[src/rtl/uart_rx_ctrl.sv]
// -----------------------------------------------------------------------------
// uart_rx_ctrl
//
// Receive-side controller that sits beside a UART receiver. It realigns the
// receiver's bit timer on every start bit, supervises each frame with a
// watchdog, queues finished bytes in a small FIFO, and reports overruns,
// stalled frames and (optionally) end-of-message idle gaps.
//
// Optional feature macro: UART_RX_CTRL_TIMEOUT_EN
//   defined   -> idle-gap detector drives msg_end
//   undefined -> idle-gap detector is not built, msg_end is tied to 0
//
// Parameters:
//   CLK_DIV     system clocks per bit period
//   FIFO_DEPTH  byte FIFO entries (power of two, 2..64)
//   IDLE_BITS   idle bit periods that mark end of message
//
// Ports:
//   system_clock  in   sole clock
//   reset_n       in   asynchronous active-low reset
//   rx_d_in       in   raw serial line (same net as the receiver input)
//   rx_byte       in   receiver data byte
//   rx_valid      in   receiver data-ready level
//   timer_reset   out  one-cycle pulse resetting the receiver bit timer
//   rd_en         in   consumer pop request
//   rd_data       out  popped byte, held until the next pop
//   rd_valid      out  one-cycle pulse, rd_data valid
//   fifo_empty    out  FIFO holds no bytes
//   fifo_full     out  FIFO holds FIFO_DEPTH bytes
//   fifo_count    out  current occupancy
//   clr_err       in   clears the sticky overrun flag
//   overrun       out  sticky: a byte was dropped on a full FIFO
//   frame_err     out  one-cycle pulse: frame watchdog expired
//   msg_end       out  one-cycle pulse: idle gap after traffic
// -----------------------------------------------------------------------------
module uart_rx_ctrl #(
    parameter int CLK_DIV    = 5208,
    parameter int FIFO_DEPTH = 8,
    parameter int IDLE_BITS  = 20
) (
    input  logic                          system_clock,
    input  logic                          reset_n,
    input  logic                          rx_d_in,
    input  logic [7:0]                    rx_byte,
    input  logic                          rx_valid,
    output logic                          timer_reset,
    input  logic                          rd_en,
    output logic [7:0]                    rd_data,
    output logic                          rd_valid,
    output logic                          fifo_empty,
    output logic                          fifo_full,
    output logic [$clog2(FIFO_DEPTH):0]   fifo_count,
    input  logic                          clr_err,
    output logic                          overrun,
    output logic                          frame_err,
    output logic                          msg_end
);

    localparam int PTR_W  = $clog2(FIFO_DEPTH);
    localparam int CNT_W  = PTR_W + 1;
    localparam int WD_MAX = 11 * CLK_DIV;
    localparam int WD_W   = $clog2(WD_MAX + 1);

    localparam logic [WD_W-1:0]  WD_LAST   = WD_W'(WD_MAX - 1);
    localparam logic [CNT_W-1:0] CNT_FULL  = CNT_W'(FIFO_DEPTH);
    localparam logic [CNT_W-1:0] CNT_ZERO  = CNT_W'(0);
    localparam logic [CNT_W-1:0] CNT_ONE   = CNT_W'(1);

    localparam logic [1:0] ST_IDLE    = 2'd0;
    localparam logic [1:0] ST_ALIGN   = 2'd1;
    localparam logic [1:0] ST_RECEIVE = 2'd2;
    localparam logic [1:0] ST_STORE   = 2'd3;

    // ------------------------------------------------------------------
    // Registers
    // ------------------------------------------------------------------
    logic             rx_meta_q, rx_sync_q, rx_prev_q;
    logic             rxv_q;
    logic [1:0]       state_q, state_d;
    logic [WD_W-1:0]  wd_q, wd_d;
    logic             timer_reset_q;
    logic             frame_err_q, frame_err_d;

    logic [7:0]       mem_q [FIFO_DEPTH];
    logic [PTR_W-1:0] head_q, head_d;
    logic [PTR_W-1:0] tail_q, tail_d;
    logic [CNT_W-1:0] count_q, count_d;
    logic             empty_q, full_q;
    logic [7:0]       rd_data_q, rd_data_d;
    logic             rd_valid_q;
    logic             overrun_q, overrun_d;

    // ------------------------------------------------------------------
    // Combinational helpers
    // ------------------------------------------------------------------
    logic fall_s;   // synced line went 1 -> 0
    logic rise_s;   // receiver data-ready went 0 -> 1
    logic wr_s;     // byte written at the tail this cycle
    logic drop_s;   // byte dropped on a full FIFO this cycle
    logic pop_s;    // byte popped from the head this cycle

    assign fall_s = rx_prev_q & ~rx_sync_q;
    assign rise_s = rx_valid & ~rxv_q;
    assign pop_s  = rd_en & ~empty_q;
    // A concurrent pop frees the head slot, so a full FIFO can still accept.
    assign wr_s   = (state_q == ST_STORE) & (~full_q | rd_en);
    assign drop_s = (state_q == ST_STORE) & full_q & ~rd_en;

    // Line synchronizer and edge registers; idle line reads as 1 out of reset.
    always_ff @(posedge system_clock or negedge reset_n) begin
        if (!reset_n) begin
            rx_meta_q <= 1'b1;
            rx_sync_q <= 1'b1;
            rx_prev_q <= 1'b1;
            rxv_q     <= 1'b0;
        end else begin
            rx_meta_q <= rx_d_in;
            rx_sync_q <= rx_meta_q;
            rx_prev_q <= rx_sync_q;
            rxv_q     <= rx_valid;
        end
    end

    // Frame state machine and watchdog next-state logic.
    always_comb begin
        state_d     = state_q;
        wd_d        = wd_q;
        frame_err_d = 1'b0;
        case (state_q)
            ST_IDLE: begin
                if (fall_s) begin
                    state_d = ST_ALIGN;
                    wd_d    = '0;
                end else begin
                    state_d = ST_IDLE;
                end
            end
            ST_ALIGN: begin
                // The ALIGN cycle is the first watchdog clock, so the
                // timeout lands 11*CLK_DIV cycles after ALIGN.
                state_d = ST_RECEIVE;
                wd_d    = wd_q + 1'b1;
            end
            ST_RECEIVE: begin
                // A byte arriving on the terminal cycle still wins.
                if (rise_s) begin
                    state_d = ST_STORE;
                end else if (wd_q == WD_LAST) begin
                    state_d     = ST_IDLE;
                    frame_err_d = 1'b1;
                end else begin
                    wd_d = wd_q + 1'b1;
                end
            end
            ST_STORE: begin
                state_d = ST_IDLE;
            end
            default: begin
                state_d = ST_IDLE;
            end
        endcase
    end

    // State, watchdog and control pulse registers.
    always_ff @(posedge system_clock or negedge reset_n) begin
        if (!reset_n) begin
            state_q       <= ST_IDLE;
            wd_q          <= '0;
            timer_reset_q <= 1'b0;
            frame_err_q   <= 1'b0;
        end else begin
            state_q       <= state_d;
            wd_q          <= wd_d;
            timer_reset_q <= (state_d == ST_ALIGN);
            frame_err_q   <= frame_err_d;
        end
    end

    // FIFO pointer, occupancy, read-data and overrun next-state logic.
    always_comb begin
        head_d    = head_q;
        tail_d    = tail_q;
        count_d   = count_q;
        rd_data_d = rd_data_q;
        if (wr_s) begin
            tail_d = tail_q + 1'b1;
        end else begin
            tail_d = tail_q;
        end
        if (pop_s) begin
            head_d    = head_q + 1'b1;
            rd_data_d = mem_q[head_q];
        end else begin
            head_d    = head_q;
            rd_data_d = rd_data_q;
        end
        case ({wr_s, pop_s})
            2'b10:   count_d = count_q + CNT_ONE;
            2'b01:   count_d = count_q - CNT_ONE;
            default: count_d = count_q;
        endcase
        // Set takes priority over a same-cycle clear.
        if (drop_s) begin
            overrun_d = 1'b1;
        end else if (clr_err) begin
            overrun_d = 1'b0;
        end else begin
            overrun_d = overrun_q;
        end
    end

    // FIFO control registers; flags follow the registered count.
    always_ff @(posedge system_clock or negedge reset_n) begin
        if (!reset_n) begin
            head_q     <= '0;
            tail_q     <= '0;
            count_q    <= CNT_ZERO;
            empty_q    <= 1'b1;
            full_q     <= 1'b0;
            rd_data_q  <= 8'h00;
            rd_valid_q <= 1'b0;
            overrun_q  <= 1'b0;
        end else begin
            head_q     <= head_d;
            tail_q     <= tail_d;
            count_q    <= count_d;
            empty_q    <= (count_d == CNT_ZERO);
            full_q     <= (count_d == CNT_FULL);
            rd_data_q  <= rd_data_d;
            rd_valid_q <= pop_s;
            overrun_q  <= overrun_d;
        end
    end

    // FIFO storage; contents need no reset since pointers define validity.
    always_ff @(posedge system_clock) begin
        if (wr_s) begin
            mem_q[tail_q] <= rx_byte;
        end
    end

`ifdef UART_RX_CTRL_TIMEOUT_EN
    localparam int IDLE_MAX = IDLE_BITS * CLK_DIV;
    localparam int IDLE_W   = $clog2(IDLE_MAX + 1);
    localparam logic [IDLE_W-1:0] IDLE_TOP  = IDLE_W'(IDLE_MAX);
    localparam logic [IDLE_W-1:0] IDLE_LAST = IDLE_W'(IDLE_MAX - 1);

    logic [IDLE_W-1:0] idle_q, idle_d;
    logic              armed_q, armed_d;
    logic              msg_end_q, msg_end_d;
    logic              line_idle_s;

    assign line_idle_s = (state_q == ST_IDLE) & rx_sync_q;

    // Idle-gap counter saturates so msg_end cannot repeat without new traffic.
    always_comb begin
        idle_d    = idle_q;
        msg_end_d = 1'b0;
        armed_d   = armed_q;
        if (line_idle_s) begin
            if (idle_q != IDLE_TOP) begin
                idle_d = idle_q + 1'b1;
            end else begin
                idle_d = idle_q;
            end
            msg_end_d = armed_q & (idle_q == IDLE_LAST);
        end else begin
            idle_d    = '0;
            msg_end_d = 1'b0;
        end
        if (wr_s) begin
            armed_d = 1'b1;
        end else if (msg_end_d) begin
            armed_d = 1'b0;
        end else begin
            armed_d = armed_q;
        end
    end

    // Idle-gap registers.
    always_ff @(posedge system_clock or negedge reset_n) begin
        if (!reset_n) begin
            idle_q    <= '0;
            armed_q   <= 1'b0;
            msg_end_q <= 1'b0;
        end else begin
            idle_q    <= idle_d;
            armed_q   <= armed_d;
            msg_end_q <= msg_end_d;
        end
    end

    assign msg_end = msg_end_q;
`else
    // Idle-gap detection is not built; IDLE_BITS has no effect here.
    localparam logic MSG_END_TIE = 1'b0 & (IDLE_BITS > 0);
    assign msg_end = MSG_END_TIE;
`endif

    assign timer_reset = timer_reset_q;
    assign frame_err   = frame_err_q;
    assign rd_data     = rd_data_q;
    assign rd_valid    = rd_valid_q;
    assign fifo_empty  = empty_q;
    assign fifo_full   = full_q;
    assign fifo_count  = count_q;
    assign overrun     = overrun_q;

endmodule
[config.mk]
export PLATFORM = sky130hd
export DESIGN_NAME = uart_rx_ctrl
export DESIGN_NICKNAME = d
export VERILOG_FILES = /design/src/rtl/uart_rx_ctrl.sv
export SDC_FILE = /design/constraint.sdc
export NUM_CORES = 1
export LEC_CHECK = 0
export BUFFER_PORTS_ARGS = -buffer_cell sky130_fd_sc_hd__buf_2
export CAP_MARGIN = 20
export CORE_MARGIN = 8
export CORE_UTILIZATION = 50
export DETAILED_ROUTE_END_ITERATION = 6
export PLACE_DENSITY = 0.74
export SETUP_SLACK_MARGIN = 0.4
export SYNTH_ARGS = -nofsm -noshare
export SYNTH_HDL_FRONTEND = slang
export SYNTH_SLANG_ARGS = --single-unit
[constraint.sdc]
create_clock -name system_clock -period 4.6 [get_ports system_clock]
set_input_delay 0.92 -clock system_clock [delete_from_list [all_inputs] [get_ports system_clock]]
set_output_delay 0.92 -clock system_clock [all_outputs]
set_load 0.1 [all_outputs]
### After elaboration in Yosys (flattened, before gate mapping)

Memory sizes are Yosys's and may differ from the RTL's. A register that Yosys moved wholly into a read port is not among the register bits.
Cells that the tools add are included.

* memories: 1
* RAM bits: 64
* register bits: 38
* output and inout bits: 19

Memories
* mem_q: depth 8, bits a word 8, read ports 1, clocked after Yosys merged registers in 1, wr ports 1, RTL line 84 `logic [7:0] mem_q [FIFO_DEPTH];`

* multiplexer cells: 16
* equality and inequality tests: 11
* bitwise logic cells: 12
* reductions and logical operators: 6
* add/sub/neg operators: 5

Operator list (number)
* $mux 16: 3
* $pmux 16 s3: 1
* $add 16x1->16 const B: 1
* $eq 16x16->1 const B: 1
* $mux 1: 8
* $pmux 2 s4: 1
* $pmux 4 s2: 1
* $add 3x1->3 const B: 2
* $and 1x1->1: 6
* $eq 2x1->1 const B: 3
* $eq 2x2->1 const B: 3
* $ne 2x2->1 const B: 3
* $not 1->1: 5
* $add 4x1->4 const B: 1
* $eq 4x4->1 const B: 1
* $logic_not 4->1: 1
* $mux 2: 2
* $reduce_and 4->1: 1
* $sub 4x1->4 const B: 1
* $reduce_bool 3->1: 1
* $logic_not 2->1: 1
* $reduce_bool 2->1: 1
* $logic_not 1->1: 1
* $or 1x1->1: 1

### Longest topological paths before layout

Gate-level depths: netlist of the first run.

* depth after elaboration: 6
* depth in mapped cells: 10

### Least setup slack after synthesis of the first run

OpenSTA, ideal clock, no wires.

* kind: flip-flop to flip-flop
* start point: reg empty_q, in the netlist fifo_empty
* end point: reg empty_q, in the netlist fifo_empty
* cell stages (with the launch flop): 11
* arrival: 2.817 ns
* path slack: 1.682 ns
* buffers on the path: 2
* library setup time: 0.101 ns
* cell sequence: dfstp_2 nand2b_1 clkbuf_1 clkbuf_1 inv_1 ha_1 nor4b_1 mux2i_1 a21oi_1 xnor2_1 nor4b_1

* cells in the longest elaborated chain, start to end: 5

RTL lines
* from (decl): RTL line 88 `logic empty_q, full_q;`
* from (signal assigned): RTL line 227 `empty_q <= (count_d == CNT_ZERO);`
* $not 1->1 (*): RTL line 104 `assign pop_s = rd_en & ~empty_q;`
* $and 1x1->1 (*): RTL line 104
* $eq 2x1->1 / $eq 2x2->1 (equally long branches): RTL line 197 `case ({wr_s, pop_s})`
* $pmux 4 s2 (*): RTL line 197
* $logic_not 4->1 (*): RTL line 227

Mark *: on every way between the ends. The rest lies on a longest branch, timed or not.
A chain may end at the register's enable or synchronous reset.

### Worst setup path in the final report of the first run

* start point: in rd_en
* end point: reg empty_q, in the netlist fifo_empty

* cells in the longest elaborated chain, start to end: 5

RTL lines
* from (decl): RTL line 47 `input logic rd_en,`
* $or 1x1->1: RTL line 106 `assign wr_s = (state_q == ST_STORE) & (~full_q | rd_en);`
* $and 1x1->1: RTL line 106
* $eq 2x1->1 / $eq 2x2->1 (equally long branches): RTL line 197
* $pmux 4 s2 (*): RTL line 197
* $logic_not 4->1 (*): RTL line 227

Marks and branches as above.

==> results of run 1 <==
stage by stage:
step	power (W)	setup WS [ps]	area, um2	hold slack, ps
2_1_floorplan	0.00221	1680	4690	345
3_3_place_gp	0.00239	1600	4920	346
3_5_place_dp	0.00242	1430	4920	349
4_1_cts	0.00296	1820	5100	365
5_1_grt	0.00309	1570	5140	336
6_report	0.00295	1810	5140	347
flip-flops by register name (all words and copies together) (netlist names), 2 cells and up:
| signal | cells |
|---|---|
| head_q | 3 |
| wd_q | 16 |
| mem_q | 64 |
| state_q | 2 |
| fifo_count | 4 |
| rd_data | 8 |
| tail_q | 3 |
worst register-to-register path: stages, from the launching register on:
cell      delay [ps]
dfstp_2          560
nand2b_1         600
inv_1            100
ha_1             250
nor4b_1          340
mux2i_1          120
a21oi_1          190
xnor2_1          180
nor4b_1          300
logic make-up (layout without fill, tap and decap cells):
group	count (synthesis)	in the layout	share of synthesized area
simple gates	84	84	0.0931
xor+xnor	8	8	0.0149
other cells	1	1	0.000799
compound gates	55	55	0.0838
mux	28	28	0.103
fa+ha+maj	9	9	0.0240
flops	110	110	0.656
buf+inv	23	61	0.0243
worst min-delay path by stage:
stage	start	end	slack [ps]
floorplan	rx_meta_q$_DFF_PN1_	rx_sync_q$_DFF_PN1_	350
global placement	rx_meta_q$_DFF_PN1_	rx_sync_q$_DFF_PN1_	350
finish	reset_n	rxv_q$_DFF_PN0_	350
detailed placement	rx_meta_q$_DFF_PN1_	rx_sync_q$_DFF_PN1_	350
global route	reset_n	rxv_q$_DFF_PN0_	340
CTS	rx_meta_q$_DFF_PN1_	rx_sync_q$_DFF_PN1_	360
power groups by stage:
| stage | Clock [W] | Combinational (W) | Sequential [W] |
|---|---|---|---|
| finish | 0.000546 | 0.00107 | 0.00133 |
| floorplan | 0 | 0.000507 | 0.00171 |
| detailed placement | 0 | 0.00105 | 0.00137 |
| CTS | 0.000562 | 0.00105 | 0.00135 |
| global placement | 0 | 0.00103 | 0.00136 |
| global route | 0.000595 | 0.00115 | 0.00135 |
cells in the final DEF, fill, tap and decap left out, types with 9 or more instances in the layout:
cell type	count
dfrtp_1	42
mux4_2	16
inv_1	10
nand2_1	26
buf_2	31
nor2_1	18
nand3_1	11
o21ai_0	22
mux2i_1	10
clkbuf_8	9
edfxtp_1	64
ha_1	9
final cells by class:
| cell class | count | area (um2) |
|---|---|---|
| sequential | 110 | 3080 |
| multi-input combinational | 185 | 1500 |
| clock buffer | 11 | 131 |
| tap | 111 | 139 |
| clock inverter | 5 | 46.3 |
| inverter | 10 | 37.5 |
| timing repair buffer | 35 | 205 |
| fill | 704 | 4020 |
per-layer routing:
metal	part of all wire	up-vias	wire length (um)
met5	0	-	0
met4	0.015	0	129
met3	0.034	12	291
met2	0.52	48	4430
met1	0.43	1313	3610
li1	-	1267	-
cells in the mapped netlist, drive strengths merged (3+ instances only):
master / n
dfrtp: 42
inv: 10
o31ai: 12
dfstp: 4
o21ai: 25
clkbuf: 6
nand3: 11
mux2i: 10
ha: 9
a21oi: 4
nand4: 3
nand2b: 6
edfxtp: 64
nor2: 18
xnor2: 6
mux4: 16
a31oi: 5
buf: 7
nor3: 3
nand2: 26
==> results.md, run 1 <==
- Worst Setup SP: rd_en
- Peak Freq: 0.359 GHz
- Gpl congestion: 0.798
- Switching share of total power: 0.423
- Slew HR: 0.385
- Tightest Pin Transition: 919 ps
- Bufs and invs on worst path: 2
- Combinational Power Share: 0.364
- Syn. warnings: 0
- Met1 usage: 0.176
- FFs w/ async S/R, synth: 0.418
- Hold buffers post-CTS: 0
- Number of global-route vias before repair: 2735
- Placed insts: 449
- Post-synth top area cell: edfxtp_1
- Layout cells sized above 1: 0.233
- Mapped Area: 4690 um2
- Global route hottest layer: met2
- Port bufs: 31
- Number of flops mapped to enable cells by yosys: 64
- Met3 Usage GRT: 0.0341
- Flop-to-flop setup slack: 1850 ps
- Nets@finish: 374
- CP Depth: 9
- CTS H-tree lvls: 3
- CP Capture Type: register
- Synth area leaders: edfxtp_1 (41%), dfrtp_1 (22%), mux4_2 (7.7%)
- CP max stage delay: 530 ps
- Tot GR Track Use: 0.144
- Fin crit period: 2790 ps
- Area of the core: 9150 um2
- Syn Inst Count: 318
- Proportion of power drawn by flip-flops and latches: 0.450
- Num Clock Sinks: 110
- Layout Cells excl Fill: 467
- Final design utilization: 0.561
- Final setup fails: 0
- CP cell instances: buf_2, nand2b_1, inv_1, ha_1, nor4b_1, mux2i_1, a21oi_1, xnor2_1, nor4b_1
- Io pins: 33
- Int Power: 0.00170 W
- Post-DR vias/cell: 5.65
- CTS resizes: 0
- Top cell by count, worst path: nor4b_1
- FP Rows: 35
- Post-synthesis sequential area ratio: 0.656
- Hold crit path type: input pin to asynchronous set/reset pin
- Power per cell area: 574 nW/um2
- ANT nets after route: 0
- Die Y: 113 um
- CP Data Arrival Time: 3060 ps
- Reg2reg start: fifo_empty$_DFF_PN1_
- Final Max Slew Viols: 0
- CTS Buffer Depth: 2
- Post-Syn Nets: 341
- Worst-case reg-to-reg path depth: 8
- Switching power: 0.00125 W
- Pre-Repair DR Iteration Count: 4
- Worst flop-to-flop path endpoint: fifo_empty$_DFF_PN1_
- Initial antenna violation count: 0
- CP max stage cell: nand2b_1
- Crit start category: input pin
- CTS tree: yes
- Worst Clk Skew: 9.76 ps
- Syn Area/Cell: 14.8 um2
- Detailed Place HPWL: 5.57 mm
- Post-DR wirelength/cell: 18.1 um
- Clk pwr share: 0.185
- CP required: 4870 ps
- Grt met2 use: 0.242
- Via count: 2640
- DRC: 0
- RSZ-0062 raised after global routing: false
- Outcome: completed
- Clock latency on the worst-skew pair: 380 ps
- Max-Cap Viols: 0
- Drt initial violations: 228
- Tcrit/Tclk final: 0.606
- Crit Path Max Fanout: 21
- TritonCTS buffer count: 9
- P_leak: 1.93 nW
- Critical path class: input pin to register
- Max rail drop VDD: 0.000400 V
- Yosys cell types: 50
- ANT cells: 0
- Initial Util: 0.513
- Largest net degree at the start of global routing: 47
- Total negative slack: 0 ps
- Setup bufs post-CTS: 0
- Die W: 113 um
- GR Overflow Total: 0
- Flop and latch count out of synthesis: 110
- Top cell type's share of synthesized area: 0.410
- Endpoints failing hold: 0
- Ys flop type: edfxtp_1
- Clock root cell: clkbuf_8
- Global-route wire length before repair: 14.2 mm
- Total Die Area: 12700 um2
- Worst setup path end: fifo_empty$_DFF_PN1_
- Clk slew on worst S/H paths: 100 ps
- Final WL: 8.47 mm
- CP delay by family, top: simple AND/OR/NAND/NOR gates
- Synth-to-Final Area Change: 9.50%
No activity file was read; power rests on OpenSTA's default activity.
==> run 2: changes to the inputs <==
--- a/config.mk
+++ b/config.mk
@@ -10,7 +10,7 @@
 export CORE_MARGIN = 8
 export CORE_UTILIZATION = 50
 export DETAILED_ROUTE_END_ITERATION = 6
-export PLACE_DENSITY = 0.74
+export PLACE_DENSITY = 0.77
 export SETUP_SLACK_MARGIN = 0.4
 export SYNTH_ARGS = -nofsm -noshare
 export SYNTH_HDL_FRONTEND = slang
==> constraint.sdc (replaced) <==
create_clock -name system_clock -period 2.3 [get_ports system_clock]
set_input_delay 0.46 -clock system_clock [delete_from_list [all_inputs] [get_ports system_clock]]
set_output_delay 0.46 -clock system_clock [all_outputs]
set_load 0.1 [all_outputs]
==> run 2 against run 1 <==
Compared with the run above:
- setup slack got worse by 1500 ps
- critical endpoint is now wd_q[6]$_DFFE_PN0P_
- clock power grew 130%
- critical path type is now register to register
- largest power group is now combinational cells
- flip-flop and latch count unchanged
- largest cell class unchanged
- highest routed layer unchanged
- design area is 11% higher
- sequential share of layout area down 6.0 points
- routed wire length up 12%
==> results.md, run 2 (synthesis results as in run 1) <==
- Global-route wire length before repair: 15.4 mm (+7.9%)
- Crit Path Max Fanout: 7 (-67%)
- CP Data Arrival Time: 2300 ps (-760 ps)
- Grt met2 use: 0.276 (+0.0339)
- Critical path class: register to register
- Global route hottest layer: met2
- Hold buffers post-CTS: 0 (unchanged)
- Layout cells sized above 1: 0.395 (+0.162)
- Number of global-route vias before repair: 3030 (+11%)
- Outcome: completed
- Clk pwr share: 0.196 (+0.011)
- Worst Clk Skew: 11.1 ps (+1.36 ps)
- Switching power: 0.00269 W (+120%)
- Final Max Slew Viols: 0 (unchanged)
- CTS H-tree lvls: 3 (unchanged)
- Die Y: 113 um (unchanged)
- Fillers: 638 (-9.4%)
- Post-DR wirelength/cell: 19.3 um (+6.3%)
- Largest net degree at the start of global routing: 47 (unchanged)
- Die W: 113 um (unchanged)
- CP Capture Type: register
- Placed insts: 463 (+3.1%)
- CTS tree: yes
- Tcrit/Tclk final: 0.879
- Gpl congestion: 0.826 (+3.4%)
- Final WL: 9.46 mm (+12%)
- Total Die Area: 12700 um2 (unchanged)
- Max FFs per register: 64 (unchanged)
- Commonest cells after routing, fill and taps aside: edfxtp_1 (64), dfrtp_1 (38), buf_2 (30)
- Combinational Power Share: 0.403 (+0.039)
- Detailed Place HPWL: 5.80 mm (+4.1%)
- Layout Cells excl Fill: 491 (+5.1%)
- Synth-to-Final Area Change: 22.1%
- Via count: 2870 (+8.7%)
- Max-Cap Viols: 0 (unchanged)
- Peak Freq: 0.495 GHz
- Post-DR vias/cell: 5.85 (+3.4%)
- CTS Buffer Depth: 2 (unchanged)
- P_leak: 2.17 nW (+13%)
- Slew HR: 0.607 (+0.222)
- Met1 usage: 0.176 (-0.000323)
- Switching share of total power: 0.418 (-0.00516)
- Num Clock Sinks: 110 (unchanged)
- FP Rows: 35 (unchanged)
- CP required: 2580 ps (-2290 ps)
- Area of the multi-input gates: 1810 um2 (+21%)
- Power per cell area: 1120 nW/um2 (+96%)
- Hold crit path type: input pin to asynchronous set/reset pin
- Clk slew on worst S/H paths: 110 ps (about the same)
- Register area: 3090 um2 (+0.37%)
- Endpoints failing hold: 0 (unchanged)
- Drt initial violations: 253 (+11%)
- DRC: 0 (unchanged)
- Max rail drop VDD: 0.000873 V (+120%)
- Top reg by flops: mem_q
- RSZ-0062 raised after global routing: true
- GR Overflow Total: 0 (unchanged)
- Initial antenna violation count: 0 (unchanged)
- Tightest Pin Transition: 590 ps (-329 ps)
- Proportion of power drawn by flip-flops and latches: 0.401 (-0.049)
- Int Power: 0.00374 W (+120%)
- Io pins: 33 (unchanged)
- Final setup fails: 0 (unchanged)
- Commonest non-fill, non-tap cell in the layout: edfxtp_1
- Pre-Repair DR Iteration Count: 4 (unchanged)
- ANT cells: 0 (unchanged)
- Tot GR Track Use: 0.156 (+0.0114)
- Clock root cell: clkbuf_8
- Area of the core: 9150 um2 (unchanged)
- Clock latency on the worst-skew pair: 370 ps (about the same)
- Fin crit period: 2020 ps
- Post-route cell area: 5730 um2 (+11%)
- TritonCTS buffer count: 9 (unchanged)
- Initial Util: 0.513 (unchanged)
- Nets@finish: 398 (+6.4%)
- Port bufs: 31 (unchanged)
- ANT nets after route: 0 (unchanged)
- Area post-placement: 5130 um2 (+4.2%)
- Crit start category: register
- Met3 Usage GRT: 0.0330 (-0.00106)
run 2: cell types whose count changed in the layout (fill, tap and decap cells not counted), moves of 5 or more:
cell	before	now
buf_4	2	21
nor2_1	18	13
o21ai_0	22	10
o21ai_1	3	8
o21ai_2	0	7
o31ai_4	0	6
run 2: layer usage:
layer	part of all wire	wire length, um
met5	0	0
met4	0.022	208
met3	0.031	297
met2	0.54	5130
met1	0.40	3830
run 2: path summary, 6_finish.rpt:
kind | from | end | slack [ps] | cells after the start
worst max-delay path | state_q[1]$_DFF_PN0_ | wd_q[6]$_DFFE_PN0P_ | 280 | 8
worst min-delay path | reset_n | rxv_q$_DFF_PN0_ | 170 | 2
worst max register to register | state_q[1]$_DFF_PN0_ | wd_q[6]$_DFFE_PN0P_ | 280 | 8
worst min register to register | rx_meta_q$_DFF_PN1_ | rx_sync_q$_DFF_PN1_ | 370 | 0
max in group asynchronous | reset_n | fifo_full$_DFF_PN0_ | 1700 | 2
min in group system_clock | rx_d_in | rx_meta_q$_DFF_PN1_ | 180 | 1
run 2: critical path, stage by stage, from the launching register on:
cell	delay, ps
dfrtp_2	430
buf_6	120
buf_6	90
inv_4	40
ha_4	140
a221o_1	330
a31o_4	250
or2_4	320
o41ai_4	210
run 2: cell type report:
class / count / area share
Sequential cell: 110 / 0.540
Multi-Input combinational cell: 186 / 0.316
Timing Repair Buffer: 58 / 0.0732
Tap cell: 111 / 0.0243
Clock buffer: 10 / 0.0240
Clock inverter: 6 / 0.0151
Inverter: 10 / 0.00743
run 2: what timing repair did:
item	CTS	global route
setup endpoints to repair	51	37
gates cloned	1	2
setup buffers	8	1
resized for setup	26	34
pin swaps	7	12
run 2: stage by stage:
| step | utilization | setup slack [ps] | TNS (ps) | power, W | hold slack [ps] |
|---|---|---|---|---|---|
| 4_1_cts | 0.599 | 315 | 0 | 0.00633 | 151 |
| 5_1_grt | 0.626 | 159 | 0 | 0.00672 | 151 |
| 6_report | 0.626 | 279 | 0 | 0.00643 | 166 |
| 2_1_floorplan | - | -51.7 | -51.7 | 0.00452 | 164 |
| 3_3_place_gp | 0.560 | 175 | 0 | 0.00489 | 346 |
| 3_5_place_dp | 0.560 | 88.2 | 0 | 0.00498 | 347 |
run 2: power groups by stage:
stage	clock, W	combinational [W]	sequential (W)
6_report	0.00126	0.00259	0.00257
3_5_place_dp	0	0.00237	0.00260
4_1_cts	0.00130	0.00246	0.00256
3_3_place_gp	0	0.00231	0.00259
5_1_grt	0.00136	0.00275	0.00261
2_1_floorplan	0	0.00108	0.00344
